[config.mk]
export PLATFORM = sky130hd
export DESIGN_NAME = shift_accumulator
export DESIGN_NICKNAME = d
export VERILOG_FILES = /design/src/rtl/pim_pkg.sv /design/src/rtl/shift_acc_lane.sv /design/src/rtl/shift_accumulator.sv
export SDC_FILE = /design/constraint.sdc
export NUM_CORES = 1
export LEC_CHECK = 0
export CORE_AREA = 2 2 116 118
export CTS_CLUSTER_SIZE = 28
export DETAILED_ROUTE_END_ITERATION = 12
export DIE_AREA = 0 0 118 120
export PLACE_DENSITY = 0.8
export SYNTH_ARGS = -nofsm -noshare
export SYNTH_HDL_FRONTEND = slang
export SYNTH_HIERARCHICAL = 1
export SYNTH_SLANG_ARGS = --single-unit
[constraint.sdc]
create_clock -name clk -period 7.6 [get_ports clk]
set_input_delay 0.76 -clock clk [delete_from_list [all_inputs] [get_ports clk]]
set_output_delay 0.76 -clock clk [all_outputs]
set_load 0.02 [all_outputs]
[src/rtl/pim_pkg.sv]
// Shared constants, helpers and state encodings for the bit-serial accumulator.
package pim_pkg;

   // Result register state: EMPTY means no window result is being held.
   typedef enum logic {
      ST_EMPTY = 1'b0,
      ST_FULL  = 1'b1
   } out_state_e;

   // Ceiling log2; clog2(1) = 0.
   function automatic int unsigned clog2(input int unsigned v);
      int unsigned r;
      r = 0;
      while ((64'(1) << r) < 64'(v)) r = r + 1;
      return r;
   endfunction

   // Result width large enough for a full window of maximal beats, plus a sign bit.
   function automatic int unsigned calc_out_w(input int unsigned in_w,
                                              input int unsigned bits,
                                              input int unsigned kernal,
                                              input int unsigned sgn);
      return in_w + bits + clog2(kernal * kernal) + sgn;
   endfunction

   // Counter width that never collapses to zero bits.
   function automatic int unsigned cnt_w(input int unsigned n);
      return (clog2(n) > 0) ? clog2(n) : 1;
   endfunction

endpackage

[src/rtl/shift_acc_lane.sv]
// One channel: weighted add/subtract of a beat into the accumulator and the held result.
module shift_acc_lane #(
   parameter int unsigned IN_W  = 4,
   parameter int unsigned OUT_W = 12,
   parameter int unsigned SHW   = 2
) (
   input  logic             clk,
   input  logic             rst,
   input  logic             i_clr,
   input  logic             i_accept,
   input  logic             i_last,
   input  logic             i_neg,
   input  logic [SHW-1:0]   i_shift,
   input  logic [IN_W-1:0]  i_value,
   output logic [OUT_W-1:0] o_result
);

   logic [OUT_W-1:0] r_acc;
   logic [OUT_W-1:0] r_result;
   logic [OUT_W-1:0] w_term;
   logic [OUT_W-1:0] w_sum;

   // Plane weight applied to the beat; the sign plane is subtracted in modular arithmetic.
   always_comb begin
      w_term = OUT_W'(i_value) << i_shift;
      w_sum  = i_neg ? (r_acc - w_term) : (r_acc + w_term);
   end

   // Accumulate non-final beats; the final beat lands in the result and restarts the window.
   always_ff @(posedge clk) begin
      if (rst) begin
         r_acc    <= '0;
         r_result <= '0;
      end else if (i_clr) begin
         r_acc <= '0;
      end else if (i_accept) begin
         if (i_last) begin
            r_result <= w_sum;
            r_acc    <= '0;
         end else begin
            r_acc <= w_sum;
         end
      end
   end

   assign o_result = r_result;

endmodule

[src/rtl/shift_accumulator.sv]
// Bit-serial, MSB-first window accumulator with a one-deep held result per channel.
module shift_accumulator
   import pim_pkg::*;
#(
   parameter  int unsigned KERNAL = 3,
   parameter  int unsigned BITS   = 4,
   parameter  int unsigned IN_W   = 4,
   parameter  int unsigned CH     = 4,
   parameter  int unsigned SIGNED = 0,
   localparam int unsigned OUT_W  = calc_out_w(IN_W, BITS, KERNAL, SIGNED)
) (
   input  logic                clk,
   input  logic                rst,
   input  logic                clr,
   input  logic                in_valid,
   output logic                in_ready,
   input  logic [CH*IN_W-1:0]  in_data,
   output logic                out_valid,
   input  logic                out_ready,
   output logic [CH*OUT_W-1:0] out_data
);

   localparam int unsigned KK = KERNAL * KERNAL;
   localparam int unsigned BW = cnt_w(BITS);
   localparam int unsigned EW = cnt_w(KK);

   out_state_e      r_state;
   out_state_e      w_state_nxt;
   logic [BW-1:0]   r_bit_cnt;
   logic [EW-1:0]   r_elem_cnt;
   logic            w_last_plane;
   logic            w_last_beat;
   logic            w_accept;
   logic            w_neg;
   logic [BW-1:0]   w_shift;

   // Beat position decode and handshake; a final beat stalls only while the old result is unread.
   always_comb begin
      w_last_plane = (r_bit_cnt == BW'(BITS - 1));
      w_last_beat  = w_last_plane && (r_elem_cnt == EW'(KK - 1));
      in_ready     = !rst && !clr && !((r_state == ST_FULL) && !out_ready && w_last_beat);
      w_accept     = in_valid && in_ready;
      w_neg        = (SIGNED != 0) && (r_bit_cnt == '0);
      w_shift      = BW'(BITS - 1) - r_bit_cnt;
   end

   // Plane and element counters, shared by every lane.
   always_ff @(posedge clk) begin
      if (rst || clr) begin
         r_bit_cnt  <= '0;
         r_elem_cnt <= '0;
      end else if (w_accept) begin
         if (w_last_plane) begin
            r_bit_cnt  <= '0;
            r_elem_cnt <= (r_elem_cnt == EW'(KK - 1)) ? '0 : r_elem_cnt + EW'(1);
         end else begin
            r_bit_cnt <= r_bit_cnt + BW'(1);
         end
      end
   end

   // Result state register.
   always_ff @(posedge clk) begin
      if (rst) r_state <= ST_EMPTY;
      else     r_state <= w_state_nxt;
   end

   // Result state transitions; clr never touches the held result.
   always_comb begin
      w_state_nxt = r_state;
      case (r_state)
         ST_EMPTY: if (w_accept && w_last_beat) w_state_nxt = ST_FULL;
         ST_FULL:  if (out_ready && !(w_accept && w_last_beat)) w_state_nxt = ST_EMPTY;
         default:  w_state_nxt = ST_EMPTY;
      endcase
   end

   assign out_valid = (r_state == ST_FULL);

   for (genvar c = 0; c < int'(CH); c++) begin : g_lane
      shift_acc_lane #(
         .IN_W  (IN_W),
         .OUT_W (OUT_W),
         .SHW   (BW)
      ) u_lane (
         .clk      (clk),
         .rst      (rst),
         .i_clr    (clr),
         .i_accept (w_accept),
         .i_last   (w_last_beat),
         .i_neg    (w_neg),
         .i_shift  (w_shift),
         .i_value  (in_data[c*IN_W +: IN_W]),
         .o_result (out_data[c*OUT_W +: OUT_W])
      );
   end

endmodule

==> results.cfg, run 1 <==
[timing]
fin_worst_skew_ns = 0.00762
rsz0062_at_grt = false
tightest_slew_ns = 1.12
whs_ns = 0.454
period_needed_ns = 4.41
slew_violations = 0
setup_viol = 0
setup_tns_ns = 0
relSlewSlack_pct = 25.3
timing.final.crit_share_pct = 58.0
fmax_ghz = 0.227
finalHoldViolCount = 0

[routing]
dr.pass1.iters = 5
vias = 7243
vias_per_cell = 5.94
drcViolationCount = 0
wl_per_cell_um = 14.6
drt_iter0_markers = 615
routed_wl_mm = 17.7
final_antenna_net_count = 0

[layout]
fin_nets = 1114
drive_gt1_share_pct = 6.42
fillers = 1161
final_util_pct = 66.7
area_growth_pct = 14.1
finalNonFillerCells = 1219
diodes = 0

[logic_synthesis]
avgSynthCellArea_sq_um = 7.65
synthCells = 992
synth-seq-area-share_pct = 27.2
synthArstFlopShare_pct = 0
yosysWarnings = 6
synth_area_sq_um = 7580
synth_mux_area_share_pct = 3.33
synth-edff-count = 0
synth.top_cell.area_share_pct = 27.2
synth.most_common_cell = nor2_1
synth-simple-area-share_pct = 27.4
synth_compound_area_share_pct = 24.9
yosys-top-cells-area = dfxtp_1 27%, ha_1 8.4%, nor2_1 6.5%
synth_commonest_cells = 131 x nor2_1, 103 x dfxtp_1, 81 x nand2_1
synth.distinct_cells = 68
yosys.area_share.adder_pct = 9.47
ys_ff_latch = 103
synth_top_cell_by_area = dfxtp_1
synth_top_family_by_area = simple AND/OR/NAND/NOR gates
synth_xor_area_share_pct = 3.00
synth_flop_cell = dfxtp_1

[run_status]
status = finished, final reports clean

[clock_tree]
path_clk_slew_ns = 0.07
post_cts_buffers = 0
worstSkewPairLatency_ns = 0.36
ctsHoldBuffers = 0
numCtsBuffers = 9
clock-sinks = 103
cts_max_level = 3
cts_tree = yes
cts_resized = 0
root_buffer = clkbuf_16
cts_buffer_depth = 2

[grt]
grt_pass1_wl_mm = 29.9
grt_pass1_vias = 6440
antenna_found_initial = 0
grt.total_usage_pct = 25.1
grt-ovfl-total = 0
grt_max_degree = 81

[floorplan]
die_y_um = 120
fp.dieArea_sq_um = 14200
initial_core_util_pct = 58.4
ios = 71
fp.coreArea_sq_um = 13000
die_x_um = 118
rows = 42

[power]
p_per_area_nw_per_um2 = 142
p_total_mw = 1.23
p_leak_nw = 3.53
ir_worst_vdd_mv = 0.0920

[flow_run]
max-cap-violations = 0

[critical_path]
worst_ep_arrival_time_ns = 4.67
startpoint_type = register
worstSetupEndpointType = register
required_ns = 7.86
critPathKind = reg -> reg
crit_fanout = 36
r2r.worst_path.cells = 17

[hold_path]
worstHoldPathType = reg -> reg
holdPathStages = 2

[placed_design]
gp_congestion = 0.855
dpl.cell_count = 1203
dp_hpwl_mm = 12.6
io_buffers = 70
layout make-up:
class                   instances  area [sq um]  share of cell area [%]
well taps                     176           220                    2.54
inverters                      41           154                    1.78
clock buffers                  14           264                    3.05
flip-flops and latches        103          2060                    23.8
multi-input cells             808          5210                    60.2
repair buffers                 75           733                    8.47
clock inverters                 2          15.0                   0.173
logic make-up after synthesis:
| logic type | after synthesis |
|---|---|
| fa+ha+maj | 55 |
| flops | 103 |
| xor+xnor | 26 |
| other cells | 1 |
| compound gates | 278 |
| mux | 24 |
| buf+inv | 90 |
| simple gates | 415 |
placed cells by master (no fill, tap or decap), drive strengths merged, types with 18 or more instances in the layout:
cell type / n
clkdlybuf4s50: 69
nor2b: 24
or3: 18
dfxtp: 103
o21a: 18
nor2: 131
o21ai: 57
nand3: 44
a21oi: 69
ha: 51
inv: 38
nand2: 81
a21o: 18
nor3: 28
state kept, by name (all words and copies together), names as in the netlist:
signal / flops
out_valid: 1
r_elem_cnt: 4
g_lane.u_lane/r_acc: 48
g_lane.u_lane/o_result: 48
r_bit_cnt: 2
power by group:
group | switching (mW) | leakage, nW | internal, mW
registers | 0.00303 | 0.830 | 0.544
logic | 0.143 | 2.57 | 0.0965
clock network | 0.205 | 0.129 | 0.241
total | 0.351 | 3.53 | 0.881
stage by stage:
stage	instance area (sq um)	worst slack, ns
finish	8660	3.19
global route	8660	2.78
CTS	8660	3.24
detailed placement	8380	3.28
global placement	8380	3.40
floorplan	7620	4.02
layer usage:
metal / global-route usage (%) / vias up / part of all wire (%) / wire length (um)
met4: 9.56 / 0 / 1.5 / 272
met5: 0 / - / 0 / 0
li1: - / 3674 / - / -
met3: 2.52 / 21 / 4.5 / 790
met2: 41.4 / 180 / 46 / 8090
met1: 34.1 / 3368 / 48 / 8590
worst paths after layout:
check	end	start	slack, ns
worst max register to register	g_lane[1].u_lane/o_result[11]	r_bit_cnt[0]	3.19
worst max-delay path	g_lane[1].u_lane/o_result[11]	r_bit_cnt[0]	3.19
worst min register to register	g_lane[1].u_lane/o_result[5]	g_lane[1].u_lane/o_result[5]	0.45
worst min-delay path	g_lane[1].u_lane/o_result[5]	g_lane[1].u_lane/o_result[5]	0.45
critical path, stage by stage, from the launching register on:
cell and delay, ns:
dfxtp_1 0.37, clkinv_1 0.53, buf_4 0.48, mux2i_1 0.19
nor2_1 0.07, inv_1 0.08, ha_1 0.16, o21ai_0 0.15
nor2_1 0.20, nor4_1 0.07, a221oi_1 0.21, nand2_1 0.09
ha_1 0.34, a21o_1 0.21, o31a_1 0.30, o21a_1 0.22
or3_1 0.38, a311oi_2 0.26
No activity file was read; power rests on OpenSTA's default activity.
==> inputs of run 2 (changes only) <==
- CORE_AREA: 2 2 116 118 -> 2 2 117 119
- DIE_AREA: 0 0 118 120 -> 0 0 119 121
- PLACE_DENSITY: 0.8 -> 0.78
- clock period: 7.6 -> 4.6 ns (I/O delays scaled with it)
==> run 2 against run 1 <==
  * Maximum frequency rose by 6.3%
  * Clock-buffer cell count fell by 2
  * Register-to-register slack got worse by 2.7 ns
  * Critical path depth rose by 1
==> results.cfg, run 2 (synthesis results as in run 1) <==
[run_status]
status = finished, final reports clean

[clock_tree]
path_clk_slew_ns = 0.07
cts_max_level = 3
cts_buffer_depth = 2
root_buffer = clkbuf_16
cts_tree = yes
clock-sinks = 103
post_cts_buffers = 0
ctsHoldBuffers = 0
worstSkewPairLatency_ns = 0.36
numCtsBuffers = 9
cts_resized = 0

[layout]
design_area_sq_um = 8740
area_growth_pct = 15.3
most-common-layout-cells = 131 x nor2_1, 103 x dfxtp_1, 81 x nand2_1
drive_gt1_share_pct = 7.41
fin_nets = 1124
final_common_cell = nor2_1
diodes = 0

[routing]
wl_per_cell_um = 14.5
final_antenna_net_count = 0
vias_per_cell = 5.87
dr.pass1.iters = 5
routed_wl_mm = 17.8
vias = 7220
drcViolationCount = 0
drt_iter0_markers = 498

[flow_run]
max-cap-violations = 0

[timing]
fmax_ghz = 0.241
slew_violations = 0
setup_tns_ns = 0
tightest_slew_ns = 0.796
relSlewSlack_pct = 47.0
rsz0062_at_grt = false
timing.final.crit_share_pct = 90.2
period_needed_ns = 4.15
finalHoldViolCount = 0
setup_viol = 0
fin_worst_skew_ns = 0.00942

[placed_design]
io_buffers = 70
gp_congestion = 0.887
dpl_cell_area_sq_um = 8470
dp_hpwl_mm = 13.0

[floorplan]
rows = 42
die_y_um = 121
ios = 71
initial_core_util_pct = 58.0
fp.coreArea_sq_um = 13100
fp.dieArea_sq_um = 14400
die_x_um = 119

[critical_path]
crit_fanout = 17
startpoint_type = register
required_ns = 4.84
worst_ep_arrival_time_ns = 4.39
worstSetupEndpointType = register
critPathKind = reg -> reg

[hold_path]
worstHoldPathType = reg -> reg

[grt]
grt_pass1_vias = 6524
grt_max_degree = 80
grt_pass1_wl_mm = 30.4
antenna_found_initial = 0
grt.total_usage_pct = 25.2
grt-ovfl-total = 0

[power]
p_int_mw = 1.44
swShare_pct = 29.0
ir_worst_vdd_mv = 0.175
combPwrFrac_pct = 19.6
seqPwrFrac_pct = 44.4
p_leak_nw = 3.58
clockPowerShare_pct = 36.0
p_switching_mw = 0.589
p_per_area_nw_per_um2 = 233
run 2: path summary, 6_finish.rpt:
path                           startpoint                            end  slack (ns)  depth (start not counted)
max                          r_bit_cnt[0]  g_lane[2].u_lane/o_result[11]        0.45                         18
max reg2reg                  r_bit_cnt[0]  g_lane[2].u_lane/o_result[11]        0.45                         18
min          g_lane[2].u_lane/o_result[9]   g_lane[2].u_lane/o_result[9]        0.45                          2
min reg2reg  g_lane[2].u_lane/o_result[9]   g_lane[2].u_lane/o_result[9]        0.45                          2
run 2: cell type report:
class,count,area (sq um)
well taps,176,220
clock buffers,12,246
clock inverters,4,31.3
repair buffers,85,821
fillers,1142,4340
inverters,41,154
flip-flops and latches,103,2060
multi-input cells,808,5210
run 2: per-stage QoR:
| step | hold WS [ns] | worst slack (ns) | std cells | util (%) | power (mW) |
|---|---|---|---|---|---|
| final | 0.452 | 0.452 | 1229 | 66.8 | 2.03 |
| after global routing | 0.475 | 0.0368 | 1229 | 66.8 | 2.14 |
| after CTS | 0.457 | 0.510 | 1229 | 66.8 | 2.04 |
| after detailed placement | 0.447 | 0.537 | 1213 | 64.7 | 1.31 |
| after global placement | 0.443 | 0.608 | 1213 | 64.7 | 1.31 |
| after floorplan | 0.432 | 1.02 | 1001 | - | 1.22 |
run 2: per-layer routing:
| metal | GRT usage [%] | part of all wire (%) | vias to the layer above |
|---|---|---|---|
| met4 | 7.59 | 1.4 | 0 |
| met5 | 0 | 0 | - |
| li1 | - | - | 3695 |
| met1 | 35.2 | 50 | 3349 |
| met2 | 40.4 | 45 | 155 |
| met3 | 3.62 | 3.5 | 21 |
run 2: critical path: stages, from the launching register on:
cell	delay [ns]
dfxtp_1	0.38
clkinv_1	0.31
buf_4	0.31
inv_1	0.18
nand2_1	0.11
a21oi_1	0.17
inv_1	0.06
ha_1	0.24
nand4_1	0.16
nor2_1	0.11
a221oi_1	0.24
o21ai_0	0.15
ha_1	0.37
a21o_1	0.22
nand3_1	0.09
nand2_1	0.11
o41ai_1	0.56
o21bai_1	0.19
nand3_1	0.08
run 2: power groups by stage:
| stage | Sequential, mW | Clock (mW) | Combinational (mW) |
|---|---|---|---|
| final | 0.903 | 0.731 | 0.399 |
| after global routing | 0.903 | 0.788 | 0.444 |
| after CTS | 0.903 | 0.746 | 0.393 |
| after detailed placement | 0.923 | 0 | 0.390 |
| after global placement | 0.923 | 0 | 0.385 |
| after floorplan | 0.922 | 0 | 0.300 |
==> inputs of run 3 (changes only) <==
- CORE_AREA: 2 2 117 119 -> 2 2 116 118
- CTS_BUF_LIST: default -> sky130_fd_sc_hd__clkbuf_8
- DIE_AREA: 0 0 119 121 -> 0 0 118 120
- PLACE_DENSITY: 0.78 -> 0.8
==> run 3 against run 2 <==
  * Clock-buffer cell count decreased by 2
  * Non-clock buffer count decreased by 1
  * Maximum frequency increased by 0.72%
  * Cell count decreased by 0.16%
  * Register-to-register slack improved by 0.03 ns
  * Core utilization decreased by 0.38 points
  * Clock power decreased by 30%
  * Critical endpoint is now g_lane[0].u_lane/o_result[11]
  * Largest cell class unchanged
  * Highest routed layer unchanged
==> results.cfg, run 3 (synthesis results as in run 1) <==
[run_status]
status = finished, final reports clean

[critical_path]
worst_ep_arrival_time_ns = 4.39
critPathKind = reg -> reg
startpoint_type = register
crit_fanout = 15
worstSetupEndpointType = register
required_ns = 4.87

[timing]
setup_viol = 0
finalHoldViolCount = 0
tightest_slew_ns = 0.784
relSlewSlack_pct = 47.8
slew_violations = 0
fmax_ghz = 0.243
period_needed_ns = 4.12
setup_tns_ns = 0
fin_worst_skew_ns = 0.0125
setup_slack_ns = 0.481
timing.final.crit_share_pct = 89.5
rsz0062_at_grt = false

[floorplan]
fp.dieArea_sq_um = 14200
ios = 71
rows = 42
die_x_um = 118
initial_core_util_pct = 58.4
fp.coreArea_sq_um = 13000
die_y_um = 120

[clock_tree]
post_cts_buffers = 0
clock-sinks = 103
ctsHoldBuffers = 0
cts_max_level = 3
worstSkewPairLatency_ns = 0.38
cts_buffer_depth = 2
root_buffer = clkbuf_8
cts_resized = 0
numCtsBuffers = 9
path_clk_slew_ns = 0.09
cts_tree = yes

[routing]
wl_per_cell_um = 14.3
vias_per_cell = 5.87
drt_iter0_markers = 548
vias = 7204
routed_wl_mm = 17.5
dr.pass1.iters = 8
final_antenna_net_count = 0
drcViolationCount = 0

[grt]
grt_pass1_wl_mm = 29.7
antenna_found_initial = 0
grt_max_degree = 80
grt_pass1_vias = 6359
grt-ovfl-total = 0
grt.total_usage_pct = 25.0

[layout]
fin_nets = 1123
area_growth_pct = 13.7
fillers = 1186
final_common_cell = nor2_1
drive_gt1_share_pct = 7.23
diodes = 0
most-common-layout-cells = 131 x nor2_1, 103 x dfxtp_1, 81 x nand2_1

[power]
swShare_pct = 30.2
ir_worst_vdd_mv = 0.130
p_per_area_nw_per_um2 = 210
combPwrFrac_pct = 21.9
p_int_mw = 1.26
p_total_mw = 1.81
clockPowerShare_pct = 28.2
seqPwrFrac_pct = 49.9
p_leak_nw = 3.54
p_switching_mw = 0.546

[placed_design]
dp_hpwl_mm = 13.0
gp_congestion = 0.923
pre_cts_slack_ns = 0.509
io_buffers = 70

[flow_run]
max-cap-violations = 0

[hold_path]
worstHoldPathType = reg -> reg
-- run 3: changes by cell type in the layout (fill, tap and decap cells not counted), sizes merged --
| cell | previous run | this run |
|---|---|---|
| clkinvlp | 3 | 2 |
| clkbuf | 12 | 10 |
| inv | 38 | 40 |
| buf | 16 | 15 |
-- run 3: worst max-delay path: stages (launching register included) --
cell	delay (ns)
dfxtp_1	0.40
clkinv_1	0.36
buf_4	0.32
inv_1	0.17
nand2_1	0.10
a21oi_1	0.16
inv_1	0.06
ha_1	0.23
nand4_1	0.13
nor2_1	0.09
a221oi_1	0.25
o21ai_0	0.16
ha_1	0.38
a21o_1	0.23
nand3_1	0.09
nand2_1	0.10
o41ai_1	0.52
o21bai_1	0.18
nand3_1	0.08
-- run 3: final cells by class --
class                   instances  area [sq um]  area share [%]
flip-flops and latches        103          2060            23.9
multi-input cells             808          5210            60.4
repair buffers                 84           813            9.43
clock inverters                 5          27.5           0.319
well taps                     176           220            2.55
clock buffers                  10           138            1.60
inverters                      41           154            1.78
-- run 3: power groups by stage --
stage | clock [mW] | combinational (mW) | sequential [mW]
2_1_floorplan | 0 | 0.300 | 0.922
3_3_place_gp | 0 | 0.384 | 0.923
3_5_place_dp | 0 | 0.390 | 0.923
4_1_cts | 0.528 | 0.392 | 0.903
5_1_grt | 0.569 | 0.443 | 0.904
6_report | 0.510 | 0.397 | 0.903
-- run 3: metrics by stage --
step	instance area [sq um]	utilization [%]	hold WS, ns	cells
after floorplan	7620	-	0.432	1001
after global placement	8460	65.2	0.444	1212
after detailed placement	8460	65.2	0.448	1212
after CTS	8620	66.4	0.463	1227
after global routing	8620	66.4	0.472	1227
final	8620	66.4	0.462	1227
-- run 3: path summary, 6_finish.rpt --
| check | from | end | slack (ns) | cells after the start |
|---|---|---|---|---|
| worst min-delay path | g_lane[0].u_lane/o_result[5] | g_lane[0].u_lane/o_result[5] | 0.46 | 2 |
| worst max register to register | r_bit_cnt[0] | g_lane[0].u_lane/o_result[11] | 0.48 | 18 |
| worst max-delay path | r_bit_cnt[0] | g_lane[0].u_lane/o_result[11] | 0.48 | 18 |
| worst min register to register | g_lane[0].u_lane/o_result[5] | g_lane[0].u_lane/o_result[5] | 0.46 | 2 |
-- run 3: per-layer routing --
layer | part of all wire, % | up-vias | GRT usage (%) | wire length [um]
met5 | 0 | - | 0 | 0
met4 | 1.3 | 0 | 7.00 | 221
met3 | 4.1 | 16 | 3.47 | 714
met2 | 46 | 148 | 40.0 | 8090
met1 | 49 | 3352 | 35.3 | 8510
li1 | - | 3688 | - | -
